## config.mk

```make
export PLATFORM = sky130hd
export DESIGN_NAME = dshot_arming_controller_flat
export DESIGN_NICKNAME = d
export VERILOG_FILES = /design/src/rtl/dshot_arming_if.sv /design/src/rtl/dshot_arming_controller.sv /design/src/flat_wrapper.sv
export SDC_FILE = /design/constraint.sdc
export NUM_CORES = 1
export LEC_CHECK = 0
export ABC_AREA = 0
export CAP_MARGIN = 20
export CELL_PAD_IN_SITES_DETAIL_PLACEMENT = 1
export CELL_PAD_IN_SITES_GLOBAL_PLACEMENT = 1
export CORE_MARGIN = 1.5
export CORE_UTILIZATION = 44
export DETAILED_ROUTE_END_ITERATION = 7
export PLACE_DENSITY = 0.84
export RECOVER_POWER = 50
export SYNTH_ARGS = -nofsm -noshare
export SYNTH_HDL_FRONTEND = slang
export SYNTH_SLANG_ARGS = --single-unit
```

## constraint.sdc

```tcl
create_clock -name clk -period 4.1 [get_ports clk]
set_input_delay 0.615 -clock clk [delete_from_list [all_inputs] [get_ports clk]]
set_output_delay 0.615 -clock clk [all_outputs]
set_load 0.01 [all_outputs]
```

## src/rtl/dshot_arming_if.sv

```systemverilog
// DShot arming controller bus: decoded-frame inputs from the DShot decoder and
// the gated motor-control outputs toward the PWM/ESC stage.
// Optional macro DSHOT_ARM_ERR_COUNT_EN adds the 16-bit err_count output.
interface dshot_arming_if;
    logic        frame_strobe;
    logic [10:0] frame_value;
    logic        frame_crc_ok;
    logic [10:0] throttle_out;
    logic        armed;
    logic        failsafe;
    logic        cmd_strobe;
    logic [5:0]  cmd_code;
    logic        motor_reverse;
`ifdef DSHOT_ARM_ERR_COUNT_EN
    logic [15:0] err_count;
`endif

    // Decoder / bench side: drives frames, observes controller outputs
    modport master (
        output frame_strobe, frame_value, frame_crc_ok,
        input  throttle_out, armed, failsafe, cmd_strobe, cmd_code, motor_reverse
`ifdef DSHOT_ARM_ERR_COUNT_EN
        , input err_count
`endif
    );

    // Controller side
    modport slave (
        input  frame_strobe, frame_value, frame_crc_ok,
        output throttle_out, armed, failsafe, cmd_strobe, cmd_code, motor_reverse
`ifdef DSHOT_ARM_ERR_COUNT_EN
        , output err_count
`endif
    );
endinterface

```

## src/rtl/dshot_arming_controller.sv

```systemverilog
// DShot arming controller: arming sequence, throttle gating, special-command
// qualification and link-loss failsafe. All outputs are registered.
// Optional macro DSHOT_ARM_ERR_COUNT_EN adds a saturating bad-CRC frame counter.
module dshot_arming_controller #(
    parameter int TIMEOUT_CYCLES = 16000,
    parameter int ARM_FRAMES     = 10,
    parameter int CMD_REPEAT     = 6
) (
    input logic            clk,
    input logic            reset,
    dshot_arming_if.slave  bus
);
    localparam int TW    = $clog2(TIMEOUT_CYCLES + 1);
    localparam int ARM_W = $clog2(ARM_FRAMES + 1);
    localparam int CMD_W = $clog2(CMD_REPEAT + 1);

    localparam logic [TW-1:0]    TIMER_MAX = TW'(TIMEOUT_CYCLES);
    localparam logic [ARM_W-1:0] ARM_LAST  = ARM_W'(ARM_FRAMES - 1);
    localparam logic [CMD_W-1:0] CMD_MAX   = CMD_W'(CMD_REPEAT);

    typedef enum logic [1:0] {
        ST_DISARMED = 2'd0,
        ST_ARMED    = 2'd1,
        ST_FAILSAFE = 2'd2
    } state_t;

    state_t           state_q, state_d;
    logic [TW-1:0]    timer_q, timer_d;
    logic [ARM_W-1:0] arm_cnt_q, arm_cnt_d;
    logic [CMD_W-1:0] cmd_cnt_q, cmd_cnt_d;
    logic [5:0]       cmd_last_q, cmd_last_d;
    logic [10:0]      throttle_q, throttle_d;
    logic             armed_q, armed_d;
    logic             failsafe_q, failsafe_d;
    logic             cmd_strobe_q, cmd_strobe_d;
    logic [5:0]       cmd_code_q, cmd_code_d;
    logic             reverse_q, reverse_d;

    logic             accept, crc_bad, is_cmd, timeout_hit, new_code, fire;
    logic [10:0]      v;

`ifdef DSHOT_ARM_ERR_COUNT_EN
    logic [15:0]      err_cnt_q, err_cnt_d;
`endif

    // Next-state computation for timer, FSM, arming and command qualification
    always_comb begin
        v        = bus.frame_value;
        accept   = bus.frame_strobe & bus.frame_crc_ok;
        crc_bad  = bus.frame_strobe & ~bus.frame_crc_ok;
        is_cmd   = accept && (v != 11'd0) && (v < 11'd48);

        // Link-loss timer: any good frame restarts it, otherwise count to saturation
        if (accept)                  timer_d = '0;
        else if (timer_q != TIMER_MAX) timer_d = timer_q + 1'b1;
        else                         timer_d = timer_q;
        timeout_hit = (timer_d == TIMER_MAX);

        state_d      = state_q;
        arm_cnt_d    = arm_cnt_q;
        cmd_cnt_d    = cmd_cnt_q;
        cmd_last_d   = cmd_last_q;
        throttle_d   = throttle_q;
        cmd_strobe_d = 1'b0;
        cmd_code_d   = cmd_code_q;
        reverse_d    = reverse_q;
        new_code     = 1'b0;
        fire         = 1'b0;

        case (state_q)
            ST_DISARMED: begin
                throttle_d = '0;
                if (accept && v == 11'd0) begin
                    if (arm_cnt_q == ARM_LAST) begin
                        state_d   = ST_ARMED;
                        arm_cnt_d = '0;
                    end else begin
                        arm_cnt_d = arm_cnt_q + 1'b1;
                    end
                end else if (bus.frame_strobe) begin
                    arm_cnt_d = '0;
                end
                if (timeout_hit) arm_cnt_d = '0;
            end
            ST_ARMED: begin
                arm_cnt_d = '0;
                if (accept) throttle_d = (v >= 11'd48) ? (v - 11'd48) : 11'd0;
                if (timeout_hit) begin
                    state_d    = ST_FAILSAFE;
                    throttle_d = '0;
                end
            end
            ST_FAILSAFE: begin
                throttle_d = '0;
                if (accept && v == 11'd0) begin
                    state_d   = ST_DISARMED;
                    arm_cnt_d = ARM_W'(1);
                end
            end
            default: begin
                state_d    = ST_DISARMED;
                throttle_d = '0;
                arm_cnt_d  = '0;
            end
        endcase

        // Command run tracking; a run fires once when it first reaches CMD_REPEAT
        if (state_q == ST_FAILSAFE) begin
            cmd_cnt_d = '0;
        end else if (is_cmd) begin
            if (v[5:0] == cmd_last_q) begin
                cmd_cnt_d = (cmd_cnt_q == CMD_MAX) ? cmd_cnt_q : cmd_cnt_q + 1'b1;
            end else begin
                new_code   = 1'b1;
                cmd_last_d = v[5:0];
                cmd_cnt_d  = CMD_W'(1);
            end
            fire = (cmd_cnt_d == CMD_MAX) && (new_code || cmd_cnt_q != CMD_MAX);
        end else if (bus.frame_strobe) begin
            cmd_cnt_d = '0;
        end

        if (fire) begin
            cmd_strobe_d = 1'b1;
            cmd_code_d   = v[5:0];
            // Direction changes only with the motor stopped
            if (throttle_q == 11'd0) begin
                if (v == 11'd20) reverse_d = 1'b0;
                if (v == 11'd21) reverse_d = 1'b1;
            end
        end

        armed_d    = (state_d == ST_ARMED);
        failsafe_d = timeout_hit;

`ifdef DSHOT_ARM_ERR_COUNT_EN
        err_cnt_d = err_cnt_q;
        if (crc_bad && err_cnt_q != 16'hFFFF) err_cnt_d = err_cnt_q + 1'b1;
`endif
    end

    // State and output registers with synchronous reset
    always_ff @(posedge clk) begin
        if (reset) begin
            state_q      <= ST_DISARMED;
            timer_q      <= '0;
            arm_cnt_q    <= '0;
            cmd_cnt_q    <= '0;
            cmd_last_q   <= '0;
            throttle_q   <= '0;
            armed_q      <= 1'b0;
            failsafe_q   <= 1'b0;
            cmd_strobe_q <= 1'b0;
            cmd_code_q   <= '0;
            reverse_q    <= 1'b0;
`ifdef DSHOT_ARM_ERR_COUNT_EN
            err_cnt_q    <= '0;
`endif
        end else begin
            state_q      <= state_d;
            timer_q      <= timer_d;
            arm_cnt_q    <= arm_cnt_d;
            cmd_cnt_q    <= cmd_cnt_d;
            cmd_last_q   <= cmd_last_d;
            throttle_q   <= throttle_d;
            armed_q      <= armed_d;
            failsafe_q   <= failsafe_d;
            cmd_strobe_q <= cmd_strobe_d;
            cmd_code_q   <= cmd_code_d;
            reverse_q    <= reverse_d;
`ifdef DSHOT_ARM_ERR_COUNT_EN
            err_cnt_q    <= err_cnt_d;
`endif
        end
    end

    assign bus.throttle_out  = throttle_q;
    assign bus.armed         = armed_q;
    assign bus.failsafe      = failsafe_q;
    assign bus.cmd_strobe    = cmd_strobe_q;
    assign bus.cmd_code      = cmd_code_q;
    assign bus.motor_reverse = reverse_q;
`ifdef DSHOT_ARM_ERR_COUNT_EN
    assign bus.err_count     = err_cnt_q;
`endif

    logic unused_crc_bad;
    assign unused_crc_bad = crc_bad;
endmodule

```

## src/flat_wrapper.sv

```systemverilog
// flat-port wrapper written by rule: the top's interface ports become plain ports
module dshot_arming_controller_flat 
#(
    parameter int TIMEOUT_CYCLES = 16000,
    parameter int ARM_FRAMES     = 10,
    parameter int CMD_REPEAT     = 6
)
  (clk, reset, bus_frame_strobe, bus_frame_value, bus_frame_crc_ok, bus_throttle_out, bus_armed, bus_failsafe, bus_cmd_strobe, bus_cmd_code, bus_motor_reverse);
  dshot_arming_if bus_i ();
  input logic clk;
  input logic reset;
  input wire logic [$bits(bus_i.frame_strobe)-1:0] bus_frame_strobe;
  input wire logic [$bits(bus_i.frame_value)-1:0] bus_frame_value;
  input wire logic [$bits(bus_i.frame_crc_ok)-1:0] bus_frame_crc_ok;
  output wire logic [$bits(bus_i.throttle_out)-1:0] bus_throttle_out;
  output wire logic [$bits(bus_i.armed)-1:0] bus_armed;
  output wire logic [$bits(bus_i.failsafe)-1:0] bus_failsafe;
  output wire logic [$bits(bus_i.cmd_strobe)-1:0] bus_cmd_strobe;
  output wire logic [$bits(bus_i.cmd_code)-1:0] bus_cmd_code;
  output wire logic [$bits(bus_i.motor_reverse)-1:0] bus_motor_reverse;
  assign bus_i.frame_strobe = bus_frame_strobe;
  assign bus_i.frame_value = bus_frame_value;
  assign bus_i.frame_crc_ok = bus_frame_crc_ok;
  assign bus_throttle_out = bus_i.throttle_out;
  assign bus_armed = bus_i.armed;
  assign bus_failsafe = bus_i.failsafe;
  assign bus_cmd_strobe = bus_i.cmd_strobe;
  assign bus_cmd_code = bus_i.cmd_code;
  assign bus_motor_reverse = bus_i.motor_reverse;
  dshot_arming_controller #(.TIMEOUT_CYCLES(TIMEOUT_CYCLES), .ARM_FRAMES(ARM_FRAMES), .CMD_REPEAT(CMD_REPEAT)) u_core (.clk(clk), .reset(reset), .bus(bus_i));
endmodule
```

==> impl_metrics.ini <==
[synthesis]
synth_largest_type_area_fraction_pct = 38.15
post_synthesis_net_count = 326
postSynthRegisterBits = 50
yosysSeqAreaShare_pct = 38.15
synth-edff-count = 0
ys.warnings.count = 0
syn-mean-instance-area_um2 = 8.631
netlist_area_um2 = 2624
cell_taking_the_most_area_after_synthesis = dfxtp_1
netlist-cell-type-count = 47
dominantRegCellSynth = dfxtp_1
syn_inst_count = 304
synth_area_leaders = dfxtp_1, mux2i_1, xor2_1
postSynth.asyncResetShare_pct = 0

[sta]
worst_slew_pin_slew_ns = 0.8385
final_hold_viol_count = 0
unrepaired_setup_endpoints_after_global_routing = no
timing.final.crit_period_ns = 3.035
drv_slew = 0
setup_viol = 0
post-route-worst-setup-slack_ns = 1.065
timing.max_slew.rel_slack_pct = 43.91
clock_skew_ns = 0.007816
hold-worst-slack_ns = 0.4830
final_min_period_over_clock_period_pct = 74.01
final_sum_of_negative_setup_slack_ns = 0
fmax_mhz = 329.5

[die]
floorplan.rows = 27
die_h_um = 80.22
dieArea_um2 = 6435
floorplan.die.width_um = 80.22
top_level_ports = 36
start_util_pct = 46.51
coreArea_um2 = 5642

[detailed_routing]
initialDrtViolationCount = 134
totalWireLength_um = 6915
via_per_inst = 5.903
route.detailed.wl_per_inst_um = 17.29
vias = 2361
antenna_violating_nets_remaining = 0
drt_pass_1_iters = 4
post-route-drc-count = 0

[clock_network]
post_cts.resized_instances = 0
clock_sinks = 50
buffer_cell_driving_the_clock_tree_root = clkbuf_8
clock_tree_from_tritoncts = built
postCtsSetupRepairBufs = 0
cts_htree_levels = 2
holdBufCountCts = 0
ctsLongestPathBuffers = 2
worstSkewPairLatency_ns = 0.31
cts.reportedPaths.clkPinSlew_ns = 0.09
cts_inserted_buffers = 5

[placed_design]
place_hpwl_um = 4897
dp_worst_setup_slack_ns = 0.7620
postPlaceCellArea_um2 = 2987
gp_congestion = 0.7955
io_buffers = 35

[worst_setup_path]
crit_fanout = 8
critical_path.slowest_cell = or4_1
cp.required_ns = 4.34
start_kind = input port
crit_arrival_ns = 3.27
number_of_buffer_and_inverter_stages_on_the_critical_path = 1
cp_top_family = simple AND/OR/NAND/NOR gates
endpoint_kind = flop
critical_path_class = in -> reg
worstPathCellList = clkdlybuf4s50_1 > xor2_1 > nor4_2 > nand3_2 > or4_1 > or3_1 > a21oi_1
slowest_delay_ns = 0.76

[global_route]
grt_pass1_vias = 2396
overflow = 0
antenna_found_initial = 0
gr_usage_total_pct = 23.14
grt_max_degree = 24
grt_pass1_wl_um = 11560

[final_layout]
synthToLayoutAreaGrowth_pct = 16.74
num_antenna_cells = 0
n_fill_cell = 671
finalNetCount = 350
layout_common_cells = dfxtp_1, nor2_1, dlygate4sd3_1
layout-drive-gt1-share_pct = 3.963
design_area_um2 = 3063
layout_commonest_cell = dfxtp_1

[power_and_ir_drop]
combPwrFrac_pct = 8.5
sequentialPowerShare_pct = 58.5
finalPower_uw = 840.9
internal-power_uw = 635.6
cellLeakagePower_nw = 1.161
power.clock.fraction_pct = 33.0
net-switching-power_uw = 205.2
irDropWorstVdd_v = 0.0001351
power_per_cell_area_nw_per_um2 = 274.5
power.share.switching_pct = 24.41

[job]
maxCapViolations = 0

[min_path]
worst_hold_path_type = reg -> reg

[run_status]
outcome = finished, final reports clean
worst paths after layout:
kind | startpoint | cells after the start | endpoint | slack (ns)
worst max-delay path | bus_frame_value[4] | 7 | u_core.bus.motor_reverse | 1.07
worst min-delay path | u_core.bus.motor_reverse | 2 | u_core.bus.motor_reverse | 0.48
worst min register to register | u_core.bus.motor_reverse | 2 | u_core.bus.motor_reverse | 0.48
worst max register to register | u_core.timer_q[0] | 7 | u_core.bus.armed | 1.17
state kept, by name, indices dropped and copies added, names as in the netlist:
name	cells
u_core.bus.cmd_code	6
u_core.bus.cmd_strobe	1
u_core.cmd_cnt_q	3
u_core.timer_q	14
u_core.bus.motor_reverse	1
u_core.bus.armed	1
u_core.bus.throttle_out	11
u_core.bus.failsafe	1
u_core.arm_cnt_q	4
u_core.state_q	2
u_core.cmd_last_q	6
stage by stage:
stage / std cells / utilization, %
after floorplan: 304 / -
after global routing: 400 / 54.29
final: 400 / 54.29
after detailed placement: 393 / 52.94
after CTS: 400 / 54.29
after global placement: 393 / 52.94
synth_stat cells, types with 4 or more instances:
cell and instances:
or3_1 5, a22oi_1 12, dfxtp_1 50, nand3_1 4, xnor2_1 9, mux2i_1 15
o21ai_0 7, nor2_1 36, nand4_1 10, a21oi_1 12, nand2_1 13, and3_1 8
inv_1 7, buf_2 5, clkbuf_1 13, a31oi_1 4, o22ai_1 5, nor4_1 6
nor3_1 18, ha_1 7, xor2_1 17, nand3b_1 5
worst register-to-register path: cells and delay by family (launching register included):
kind	cells	cell delay, ns
and+or+nand+nor	4	1.65
DFF	1	0.52
AOI/OAI and AO/OA	2	0.32
adders and majority gates	1	0.29
layout make-up:
cell class	instances	area [um^2]	share of cell area [%]
Inverter	7	26.28	0.8578
Tap cell	72	90.09	2.941
Timing Repair Buffer	36	357.8	11.68
Multi-Input combinational cell	228	1511	49.35
Sequential cell	50	1001	32.68
Clock buffer	7	76.32	2.492
routing by layer:
layer	global-route usage [%]	share of wire, %	vias to the layer above
li1	-	-	1141
met1	30.69	49	1156
met2	37.98	46	53
met3	4.545	3.4	11
met4	6.552	1.2	0
met5	0	0	-
logic make-up after synthesis:
logic type,after synthesis,share of synthesized area (%)
adders and majority gates,7,3.338
buffers and inverters,26,4.244
xor gates and xnor gates,26,8.679
muxes,15,5.722
DFF,50,38.15
and+or+nand+nor,130,27.56
AOI/OAI and AO/OA,50,12.30
power groups by stage:
stage | clock network [mW] | registers [mW] | logic (mW)
finish | 0.277 | 0.492 | 0.0718
global route | 0.303 | 0.492 | 0.0798
CTS | 0.284 | 0.492 | 0.0721
detailed placement | 0 | 0.503 | 0.0711
global placement | 0 | 0.503 | 0.0702
floorplan | 0 | 0.501 | 0.0391
No activity file was read; power rests on OpenSTA's default activity.
